### config.mk
export PLATFORM = sky130hd
export DESIGN_NAME = alu_issue_unit
export DESIGN_NICKNAME = d
export VERILOG_FILES = /design/src/rtl/alu_pkg.sv /design/src/rtl/alu_regfile.sv /design/src/rtl/alu_issue_unit.sv
export SDC_FILE = /design/constraint.sdc
export NUM_CORES = 1
export LEC_CHECK = 0
export CAP_MARGIN = 40
export CORE_MARGIN = 2
export CORE_UTILIZATION = 49
export DETAILED_ROUTE_END_ITERATION = 8
export PLACE_DENSITY = 0.72
export SYNTH_ARGS = -nofsm -noshare
export SYNTH_HDL_FRONTEND = slang
export SYNTH_SLANG_ARGS = --single-unit
### constraint.sdc
create_clock -name clk -period 3.55 [get_ports clk]
set_input_delay 0.71 -clock clk [delete_from_list [all_inputs] [get_ports clk]]
set_output_delay 0.71 -clock clk [all_outputs]
set_load 0.02 [all_outputs]
### src/rtl/alu_pkg.sv
// Shared types and sizing for the ALU issue/writeback stage.
package alu_pkg;

  localparam int W     = 12;
  localparam int NREGS = 8;
  localparam int RW    = $clog2(NREGS);

  typedef enum logic [2:0] {
    OP_LOADI = 3'd0,
    OP_ADD   = 3'd1,
    OP_SUB   = 3'd2,
    OP_UMUL  = 3'd3,
    OP_SMUL  = 3'd4,
    OP_FADD  = 3'd5,
    OP_FMUL  = 3'd6,
    OP_CMP   = 3'd7
  } opcode_t;

  typedef struct packed {
    opcode_t       op;
    logic [RW-1:0] rd;
    logic [RW-1:0] rs1;
    logic [RW-1:0] rs2;
    logic [W-1:0]  imm;
  } instr_t;

endpackage

### src/rtl/alu_regfile.sv
// Register file: one synchronous write port, three asynchronous reads
// (two operand ports and a debug port).
module alu_regfile #(
  parameter int NREGS = 8,
  parameter int W     = 12
) (
  input  logic                     clk,
  input  logic                     rst_n,
  input  logic                     we,
  input  logic [$clog2(NREGS)-1:0] waddr,
  input  logic [W-1:0]             wdata,
  input  logic [$clog2(NREGS)-1:0] raddr1,
  output logic [W-1:0]             rdata1,
  input  logic [$clog2(NREGS)-1:0] raddr2,
  output logic [W-1:0]             rdata2,
  input  logic [$clog2(NREGS)-1:0] raddr3,
  output logic [W-1:0]             rdata3
);

  logic [W-1:0] mem [NREGS];

  always_ff @(posedge clk) begin
    if (!rst_n) begin
      for (int i = 0; i < NREGS; i++) begin
        mem[i] <= '0;
      end
    end else if (we) begin
      mem[waddr] <= wdata;
    end
  end

  assign rdata1 = mem[raddr1];
  assign rdata2 = mem[raddr2];
  assign rdata3 = mem[raddr3];

endmodule

### src/rtl/alu_issue_unit.sv
// Issue + writeback stage around a combinational 12-bit ALU.
// ALU_ISSUE_FORWARD_EN: forward EX result to operands instead of stalling.
module alu_issue_unit #(
  parameter int NREGS = 8,
  parameter int W     = 12
) (
  input  logic                     clk,
  input  logic                     rst_n,
  input  logic                     instr_valid,
  output logic                     instr_ready,
  input  logic [2:0]               instr_op,
  input  logic [$clog2(NREGS)-1:0] instr_rd,
  input  logic [$clog2(NREGS)-1:0] instr_rs1,
  input  logic [$clog2(NREGS)-1:0] instr_rs2,
  input  logic [W-1:0]             instr_imm,
  output logic [2:0]               alu_opcode,
  output logic [W-1:0]             alu_a,
  output logic [W-1:0]             alu_b,
  input  logic [W-1:0]             alu_result,
  output logic                     wb_valid,
  output logic [$clog2(NREGS)-1:0] wb_rd,
  output logic [W-1:0]             wb_data,
  input  logic [$clog2(NREGS)-1:0] dbg_addr,
  output logic [W-1:0]             dbg_data
);

  import alu_pkg::*;

  localparam int RW = $clog2(NREGS);

  instr_t        in;
  logic          ex_valid;
  opcode_t       ex_op;
  logic [RW-1:0] ex_rd;
  logic [W-1:0]  ex_a;
  logic [W-1:0]  ex_b;
  logic [W-1:0]  ex_imm;
  logic [W-1:0]  ex_res;
  logic [W-1:0]  rd1;
  logic [W-1:0]  rd2;
  logic [W-1:0]  op_a;
  logic [W-1:0]  op_b;
  logic          hit1;
  logic          hit2;
  logic          accept;

  always_comb begin
    in     = '0;
    in.op  = opcode_t'(instr_op);
    in.rd  = instr_rd;
    in.rs1 = instr_rs1;
    in.rs2 = instr_rs2;
    in.imm = instr_imm;
  end

  assign ex_res = (ex_op == OP_LOADI) ? ex_imm : alu_result;
  assign hit1   = ex_valid && (ex_rd == in.rs1);
  assign hit2   = ex_valid && (ex_rd == in.rs2);

`ifdef ALU_ISSUE_FORWARD_EN
  assign instr_ready = rst_n;
  assign op_a        = hit1 ? ex_res : rd1;
  assign op_b        = hit2 ? ex_res : rd2;
`else
  // one bubble lets the in-flight result land in the register file
  logic hazard;
  assign hazard      = (in.op != OP_LOADI) && (hit1 || hit2);
  assign instr_ready = rst_n && !hazard;
  assign op_a        = rd1;
  assign op_b        = rd2;
`endif

  assign accept = instr_valid && instr_ready;

  always_ff @(posedge clk) begin
    if (!rst_n) begin
      ex_valid <= 1'b0;
      ex_op    <= OP_LOADI;
      ex_rd    <= '0;
      ex_a     <= '0;
      ex_b     <= '0;
      ex_imm   <= '0;
      wb_valid <= 1'b0;
      wb_rd    <= '0;
      wb_data  <= '0;
    end else begin
      ex_valid <= accept;
      if (accept) begin
        ex_op  <= in.op;
        ex_rd  <= in.rd;
        ex_a   <= op_a;
        ex_b   <= op_b;
        ex_imm <= in.imm;
      end
      wb_valid <= ex_valid;
      if (ex_valid) begin
        wb_rd   <= ex_rd;
        wb_data <= ex_res;
      end
    end
  end

  assign alu_opcode = ex_op;
  assign alu_a      = ex_a;
  assign alu_b      = ex_b;

  alu_regfile #(
    .NREGS (NREGS),
    .W     (W)
  ) u_rf (
    .clk    (clk),
    .rst_n  (rst_n),
    .we     (ex_valid),
    .waddr  (ex_rd),
    .wdata  (ex_res),
    .raddr1 (in.rs1),
    .rdata1 (rd1),
    .raddr2 (in.rs2),
    .rdata2 (rd2),
    .raddr3 (dbg_addr),
    .rdata3 (dbg_data)
  );

endmodule

==> reports/summary.txt <==
Final Hold Fails = 0
final max-slew violation count = 0
flops & latches, synth = 155
required time worst endpoint = 2.84 ns
Yosys Warn Count = 0
worst path arrival time = 2.62 ns
Post-DP HPWL = 12890 um
power density over the cells = 479.1 nW/um2
GP Congestion = 0.8249
Clock Latency Late Sink = 0.43 ns
DRC viols = 0
Via density = 5.876
TritonRoute pass-1 iters = 7
Setup Crit Path Kind = in -> out
Worst setup EP type = output pin
Post-Place Worst Slack = -0.05670 ns
r2r setup slk = 1.24 ns
Hold WS = 0.4548 ns
Hold Path Cell Cnt = 2
initial DRC count = 551
Clock transition at path regs = 0.06 ns
period utilization = 93.76%
Synth Instances = 587
crit path launch type = input pin
simple-gate area share of the yosys netlist = 9.219%
Worst Hold Launch = alu_b[10]
CP peak stage delay = 0.55 ns
final worst slack = 0.2215 ns
PnR Total Power = 4.727 mW
reg2reg start = alu_opcode[2]
Final Critical Period = 3.328 ns
total track usage = 24.04%
DIE HEIGHT = 132.6 um
Syn Nets = 629
Synth Area in Adders = 0%
reg2reg path depth = 3
Routed Antenna Nets = 0
Synth Cell Area = 8103 um2
clk sink count = 155
# rows = 47
Slew HR = 37.53%
post-synthesis mux area share = 32.75%
CTS buffer count = 17
fin nets = 723
final setup vio count = 0
Post-CTS Setup Bufs = 0
fraction of final layout cells sized beyond drive strength 1 = 19.16%
initial core utilization = 49.56%
unrepaired setup endpoints after global routing = no
DIE AREA = 17580 um2
WHS Endpoint = alu_b[10]
LEAKAGE = 3.838 nW
initial antenna violation count = 0
Least-Margin Pin Slew = 0.9110 ns
Compound-Gate Fraction of Synth Area = 1.776%
H-tree level count = 4
synth unique cells = 30
run status = finished, final reports clean
IO buf count = 97
R2R Path End = u_rf.mem[6][10]
core area = 16350 um2
Root Buffer = clkbuf_16
sequential area share after synthesis = 50.15%
maximum fanout along the worst path = 12
number of diodes = 0
worst vdd ir = 364.8 uV
Slowest-stage cell, CP = mux4_1
Avg Cell Area, Syn = 13.80 um2
worst hold path class = reg -> reg
vias in the first global route = 5578
MaxCap Viol Count = 0
clk_skew = 0.008705 ns
largest net degree at the start of global routing = 44
Chip Width = 132.6 um
routed wire length = 20030 um
achievable clock frequency = 300.4 MHz
I/O pin count = 98
CTS Hold Buffers Added = 0
via count = 5371
WL/cell = 21.91 um
CTS resizes = 8
TritonCTS clock tree = yes
Area Growth Syn to Fin = 21.76%
first-pass GRT wire length = 31630 um
CTS max path bufs = 2
Cell Chain, Critical Path = dlygate4sd2_1 > buf_12 > mux4_1 > mux2_2 > clkdlybuf4s50_1
XOR/XNOR Fraction of Synth Area = 0.9265%
GRT Residual Overflow = 0
largest family of logic cells by synthesized area = multiplexers
## metrics by stage
step / cell area [um2] / setup TNS (ns) / util (%) / std cells
6_report: 9866 / 0 / 60.35 / 914
5_1_grt: 9866 / 0 / 60.35 / 914
4_1_cts: 9866 / 0 / 60.35 / 914
3_5_place_dp: 9208 / -0.1528 / 56.32 / 881
3_3_place_gp: 9208 / -0.04967 / 56.32 / 881
2_1_floorplan: 8103 / 0 / - / 587
## per-layer routing
metal / global-route usage [%] / share of wire, % / vias to the layer above
met5: 0 / 0 / -
met4: 10.27 / 2.9 / 0
met3: 5.594 / 8.7 / 40
met2: 39.44 / 49 / 300
met1: 30.85 / 39 / 2663
li1: - / - / 2368
## critical path: cells and delay by family
kind | cells | cell delay [ns]
buffers and inverters | 3 | 1.07
multiplexers | 2 | 0.83
## sequential cells by signal (all words and copies together) (netlist names)
register    flops
alu_a          12
alu_b          12
alu_opcode      3
ex_imm         12
ex_rd           3
ex_valid        1
u_rf.mem       96
wb_data        12
wb_rd           3
wb_valid        1
## cell type report
class / count / area, um2
Clock inverter: 9 / 92.59
Sequential cell: 155 / 4064
Timing Repair Buffer: 123 / 1204
Clock buffer: 23 / 543.0
Inverter: 18 / 67.56
Multi-Input combinational cell: 366 / 3620
Fill cell: 1295 / 6482
Tap cell: 220 / 275.3
## logic make-up (layout without fill, tap and decap cells)
group | Yosys count | after routing
buf+inv | 66 | 173
xor+xnor | 6 | 6
simple gates | 181 | 181
mux | 165 | 165
flops | 155 | 155
compound gates | 14 | 14
## cell usage after synthesis
cell type | count | area (um2)
mux2i_1 | 79 | 790.8
clkbuf_2 | 2 | 10.01
o211a_1 | 12 | 120.1
xnor2_2 | 3 | 48.80
mux2i_2 | 2 | 27.53
and2_1 | 1 | 6.260
nor2b_1 | 6 | 37.54
buf_12 | 4 | 80.08
buf_4 | 1 | 7.510
and2b_1 | 1 | 7.510
dfxtp_1 | 59 | 1181
nand2_1 | 69 | 259.0
edfxtp_1 | 96 | 2883
nand3_2 | 2 | 20.02
mux4_1 | 21 | 551.8
buf_1 | 1 | 3.750
buf_2 | 8 | 40.04
inv_1 | 18 | 67.56
nor2_1 | 97 | 364.1
nand3_1 | 2 | 10.01
o31ai_1 | 1 | 7.510
a21oi_4 | 1 | 16.27
buf_6 | 12 | 135.1
nor3_4 | 1 | 16.27
xnor2_1 | 3 | 26.28
clkbuf_1 | 20 | 75.07
mux4_2 | 51 | 1149
and3_1 | 1 | 6.260
nor2_8 | 1 | 20.02
mux2_2 | 12 | 135.1
## worst max-delay path by stage
stage / cells past startpoint / start / endpoint
CTS: 5 / dbg_addr[0] / dbg_data[2]
global route: 5 / dbg_addr[0] / dbg_data[1]
floorplan: 4 / dbg_addr[0] / dbg_data[10]
global placement: 5 / dbg_addr[0] / dbg_data[3]
finish: 5 / dbg_addr[0] / dbg_data[2]
detailed placement: 5 / dbg_addr[0] / dbg_data[8]
## cells in the final DEF (no fill, tap or decap), types with 3 or more instances in the layout
cell type and count:
xnor2_1 3, xnor2_2 3, clkinvlp_4 3, dlygate4sd2_1 8
edfxtp_1 96, buf_12 3, clkbuf_16 21, mux2_2 12
buf_2 3, mux2i_1 79, dfxtp_1 59, nor2_1 97
buf_4 22, inv_6 3, o211a_1 12, clkdlybuf4s50_1 86
mux4_2 51, nand2_1 69, inv_1 18, nor2b_1 6
mux4_1 21
## report_power, final
part | total [mW] | internal, mW | leakage, nW | switching [mW]
clock network | 1.91 | 1.16 | 0.303 | 0.747
registers | 2.09 | 2.01 | 1.48 | 0.0746
logic | 0.735 | 0.359 | 2.05 | 0.376
total | 4.73 | 3.53 | 3.84 | 1.20
No activity file was read; power rests on OpenSTA's default activity.
